File: config.mk
export PLATFORM = sky130hd
export DESIGN_NAME = equiv_sweep_ctrl
export DESIGN_NICKNAME = d
export VERILOG_FILES = /design/src/rtl/equiv_sweep_ctrl.sv
export SDC_FILE = /design/constraint.sdc
export NUM_CORES = 1
export LEC_CHECK = 0
export ABC_AREA = 1
export CAP_MARGIN = 40
export CORE_ASPECT_RATIO = 1.4
export CORE_MARGIN = 4
export CORE_UTILIZATION = 30
export DETAILED_ROUTE_END_ITERATION = 8
export PLACE_DENSITY = 0.6
export SYNTH_ARGS = -nofsm -noshare
export SYNTH_HDL_FRONTEND = slang
export SYNTH_SLANG_ARGS = --single-unit
File: constraint.sdc
create_clock -name clk -period 3.7 [get_ports clk]
set_input_delay 0.74 -clock clk [delete_from_list [all_inputs] [get_ports clk]]
set_output_delay 0.74 -clock clk [all_outputs]
set_load 0.01 [all_outputs]
File: src/rtl/equiv_sweep_ctrl.sv
// Exhaustive equivalence sweep controller: steps vec over 0..2^N-1, compares x_in/y_in after SETTLE cycles.
// Optional macro STOP_ON_FAIL_EN ends the sweep at the first recorded mismatch.
module equiv_sweep_ctrl #(
    parameter int N      = 2,
    parameter int SETTLE = 1
) (
    input  logic         clk,
    input  logic         rst,
    input  logic         start,
    output logic [N-1:0] vec,
    input  logic         x_in,
    input  logic         y_in,
    output logic         busy,
    output logic         done,
    output logic         pass,
    output logic [N:0]   mismatch_cnt,
    output logic         fail_valid,
    output logic [N-1:0] fail_vec
);

    typedef enum logic [1:0] {
        S_IDLE    = 2'd0,
        S_WAIT    = 2'd1,
        S_COMPARE = 2'd2,
        S_DONE    = 2'd3
    } state_t;

    localparam logic [N-1:0] VEC_LAST  = {N{1'b1}};
    localparam logic [N-1:0] VEC_ZERO  = {N{1'b0}};
    localparam logic [N-1:0] VEC_ONE   = N'(1);
    localparam logic [N:0]   CNT_ZERO  = {(N+1){1'b0}};
    localparam logic [N:0]   CNT_ONE   = (N+1)'(1);
    localparam logic [7:0]   SETTLE_LD = 8'(SETTLE);

    state_t       state_r, state_s;
    logic [7:0]   settle_r, settle_s;
    logic [N-1:0] vec_s, fail_vec_s;
    logic [N:0]   mismatch_cnt_s;
    logic         fail_valid_s;
    logic         miss_s;
    logic         stop_s;

    // Next-state and next-result computation for the sweep FSM.
    always_comb begin
        state_s        = state_r;
        settle_s       = settle_r;
        vec_s          = vec;
        mismatch_cnt_s = mismatch_cnt;
        fail_valid_s   = fail_valid;
        fail_vec_s     = fail_vec;
        miss_s         = (x_in != y_in);
        stop_s         = 1'b0;
        case (state_r)
            S_IDLE, S_DONE: begin
                if (start) begin
                    vec_s          = VEC_ZERO;
                    mismatch_cnt_s = CNT_ZERO;
                    fail_valid_s   = 1'b0;
                    fail_vec_s     = VEC_ZERO;
                    settle_s       = SETTLE_LD;
                    state_s        = S_WAIT;
                end else begin
                    state_s = state_r;
                end
            end
            S_WAIT: begin
                if (settle_r <= 8'd1) begin
                    state_s = S_COMPARE;
                end else begin
                    settle_s = settle_r - 8'd1;
                end
            end
            S_COMPARE: begin
                if (miss_s) begin
                    mismatch_cnt_s = mismatch_cnt + CNT_ONE;
                    if (!fail_valid) begin
                        fail_valid_s = 1'b1;
                        fail_vec_s   = vec;
                    end else begin
                        fail_valid_s = fail_valid;
                    end
`ifdef STOP_ON_FAIL_EN
                    stop_s = 1'b1;
`else
                    stop_s = 1'b0;
`endif
                end else begin
                    stop_s = 1'b0;
                end
                // The last vector never wraps back to zero; it ends the sweep instead.
                if (stop_s || (vec == VEC_LAST)) begin
                    state_s = S_DONE;
                end else begin
                    vec_s    = vec + VEC_ONE;
                    settle_s = SETTLE_LD;
                    state_s  = S_WAIT;
                end
            end
            default: begin
                state_s = S_IDLE;
            end
        endcase
    end

    // State, results and status flags, all registered from the next-state values.
    always_ff @(posedge clk) begin
        if (rst) begin
            state_r      <= S_IDLE;
            settle_r     <= 8'd0;
            vec          <= VEC_ZERO;
            mismatch_cnt <= CNT_ZERO;
            fail_valid   <= 1'b0;
            fail_vec     <= VEC_ZERO;
            busy         <= 1'b0;
            done         <= 1'b0;
            pass         <= 1'b0;
        end else begin
            state_r      <= state_s;
            settle_r     <= settle_s;
            vec          <= vec_s;
            mismatch_cnt <= mismatch_cnt_s;
            fail_valid   <= fail_valid_s;
            fail_vec     <= fail_vec_s;
            busy         <= (state_s == S_WAIT) || (state_s == S_COMPARE);
            done         <= (state_s == S_DONE);
            pass         <= (state_s == S_DONE) && (mismatch_cnt_s == CNT_ZERO);
        end
    end

endmodule

==> out/metrics.yaml <==
required_ns: 3.86
place_congestion: 0.776
synthAdderAreaFrac_pct: 6.99
stdcell_count: 231
synth_xor_area_share_pct: 3.39
hold_viol: 0
seq_area_frac_synth_pct: 33.5
boundaryPins: 16
die_y_microns: 84.5
hpwl_microns: 2060
portBuffers: 15
timing.final.crit_period_ns: 2.00
skew_ns: 0.00525
r2r_slack_ns: 1.79
first_pass_iters: 4
clock-root-buffer: "clkbuf_8"
design_area_sq_um: 1480
slew-limit-headroom_pct: 52.1
cts_made_buffers: 3
wirelength_microns: 2540
synth_top_area_cell: "dfxtp_1"
synth.area.top_cells: "dfxtp_1 34%, nand2_1 9.9%, nor2_1 9.0%"
final_max_slew_viol_count: 0
cts.sinks: 21
initial_core_util_pct: 31.5
netlist.area_leader.share_pct: 33.5
synth_nets: 184
ant_nets: 0
yosys.area_share.simple_pct: 35.6
die-area_sq_um: 5290
setup_viol: 0
synth_compound_area_share_pct: 11.6
htree_levels: 1
async_reset_ff_share_pct: 0
syn_inst: 172
cts_buffer_depth: 2
path_class: "primary input to flip-flop"
pre_cts_ws_ns: 1.41
overflow: 0
grt_max_degree: 18
worstSetupStartpointType: "primary input"
drive_above_1_share_pct: 16.0
syn_area_sq_um: 1250
drc: 0
cts_resized: 0
setup_tns_ns: 0
hold_buffers: 0
status: "completed"
cap_violations: 0
yosys_warnings: 0
cts_setup_buffers: 0
finalCritPeriodShare_pct: 54.1
yosys_register_bits: 21
endpoint_kind: "flip-flop"
cp.arrival_ns: 2.16
crit_fanout: 6
dpl_cell_area_sq_um: 1440
synth.distinct_cells: 32
worst_slack_ns: 1.70
insertedDiodeCount: 0
grt_pass1_wl_microns: 4660
coreArea_sq_um: 3990
tightest_slew_ns: 0.716
fin_nets: 201
synth_ff_type: "dfxtp_1"
rsz0062_at_grt: "false"
track_usage_pct: 10.7
grt_pass1_vias: 1128
placedCellCount: 227
antenna_found_initial: 0
synth_edf_count: 0
route.vias.total: 1083
die_w_microns: 62.6
fmax_ghz: 0.500
fillers: 431
wl_per_cell_microns: 11.0
first_iter_violations: 17
p_total_w: 0.000842
area_growth_pct: 18.2
syn_avg_cell_area_sq_um: 7.29
clk_latency_ns: 0.26
power.density_nw_per_um2: 568
viasPerCell: 4.69
synth_top_family_by_area: "simple AND/OR/NAND/NOR gates"
p_leak_nw: 0.664
muxShareOfSynthArea_pct: 0
clk_pin_slew_ns: 0.08
irDropWorstVdd_mv: 0.283
final_cell_mix: "33 x nand2_1, 30 x nor2_1, 21 x dfxtp_1"
hold_class: "flip-flop to flip-flop"
cts_tree: "done"
rows: 27
final_common_cell: "nand2_1"
power breakdown:
part	switching [W]	internal [W]
sequential	0.0000302	0.000263
combinational	0.000242	0.000161
clock	0.0000709	0.0000749
Yosys cell counts, types with 2 or more instances:
cell / n
o21ai_1: 2
nor2_4: 2
nor3_1: 3
dfxtp_1: 21
nand2_2: 10
nand2_1: 33
inv_2: 3
nand3_1: 4
ha_1: 7
inv_1: 19
o21ai_0: 3
a21oi_2: 5
xor2_1: 2
nand4_1: 4
nor2_1: 30
a21oi_1: 6
nand3_4: 2
o21bai_1: 2
state kept, by name, indices dropped and copies added (netlist names):
register / flops
busy: 1
done: 1
fail_valid: 1
fail_vec: 2
mismatch_cnt: 3
pass: 1
settle_r: 8
state_r: 2
vec: 2
final timing paths:
check                                 start          end  cells after the start
worst max-delay path                  start         pass                     11
worst min-delay path            fail_vec[1]  fail_vec[1]                      4
worst min register to register  fail_vec[1]  fail_vec[1]                      4
worst max register to register  settle_r[0]         pass                     14
area by class of cell:
| cell class | instances | area [sq um] | area share, % |
|---|---|---|---|
| Multi-Input combinational cell | 125 | 722 | 48.7 |
| Sequential cell | 21 | 420 | 28.4 |
| Timing Repair Buffer | 15 | 150 | 10.1 |
| Inverter | 23 | 88.8 | 6.00 |
| Tap cell | 43 | 53.8 | 3.63 |
| Clock buffer | 3 | 41.3 | 2.79 |
| Clock inverter | 1 | 5.00 | 0.338 |
stage by stage:
| step | hold slack, ns | utilization (%) |
|---|---|---|
| final | 0.524 | 37.2 |
| after global routing | 0.574 | 37.2 |
| after CTS | 0.539 | 37.2 |
| after detailed placement | 0.520 | 36.0 |
| after global placement | 0.516 | 36.0 |
| after floorplan | 0.491 | - |
per-layer routing:
| layer | vias to the layer above | track usage, % | part of all wire (%) |
|---|---|---|---|
| met1 | 496 | 10.9 | 41 |
| li1 | 573 | - | - |
| met3 | 4 | 1.20 | 1.3 |
| met2 | 10 | 21.7 | 56 |
| met4 | 0 | 3.61 | 1.5 |
| met5 | - | 0 | 0 |
cell families after synthesis:
kind of cell | Yosys count
simple gates | 92
fa+ha+maj | 7
xor+xnor | 4
flops | 21
buf+inv | 26
compound gates | 22
critical path: stages:
cell and delay, ns:
clkdlybuf4s50_1 0.45, inv_1 0.05, nand2_2 0.13, nand2_2 0.10, a21oi_1 0.19, nor2_1 0.06, ha_1 0.18, inv_1 0.05
nor2_1 0.04, nand3_1 0.12, nor2_1 0.04
Note: power is estimated with default switching activity, not from simulation.
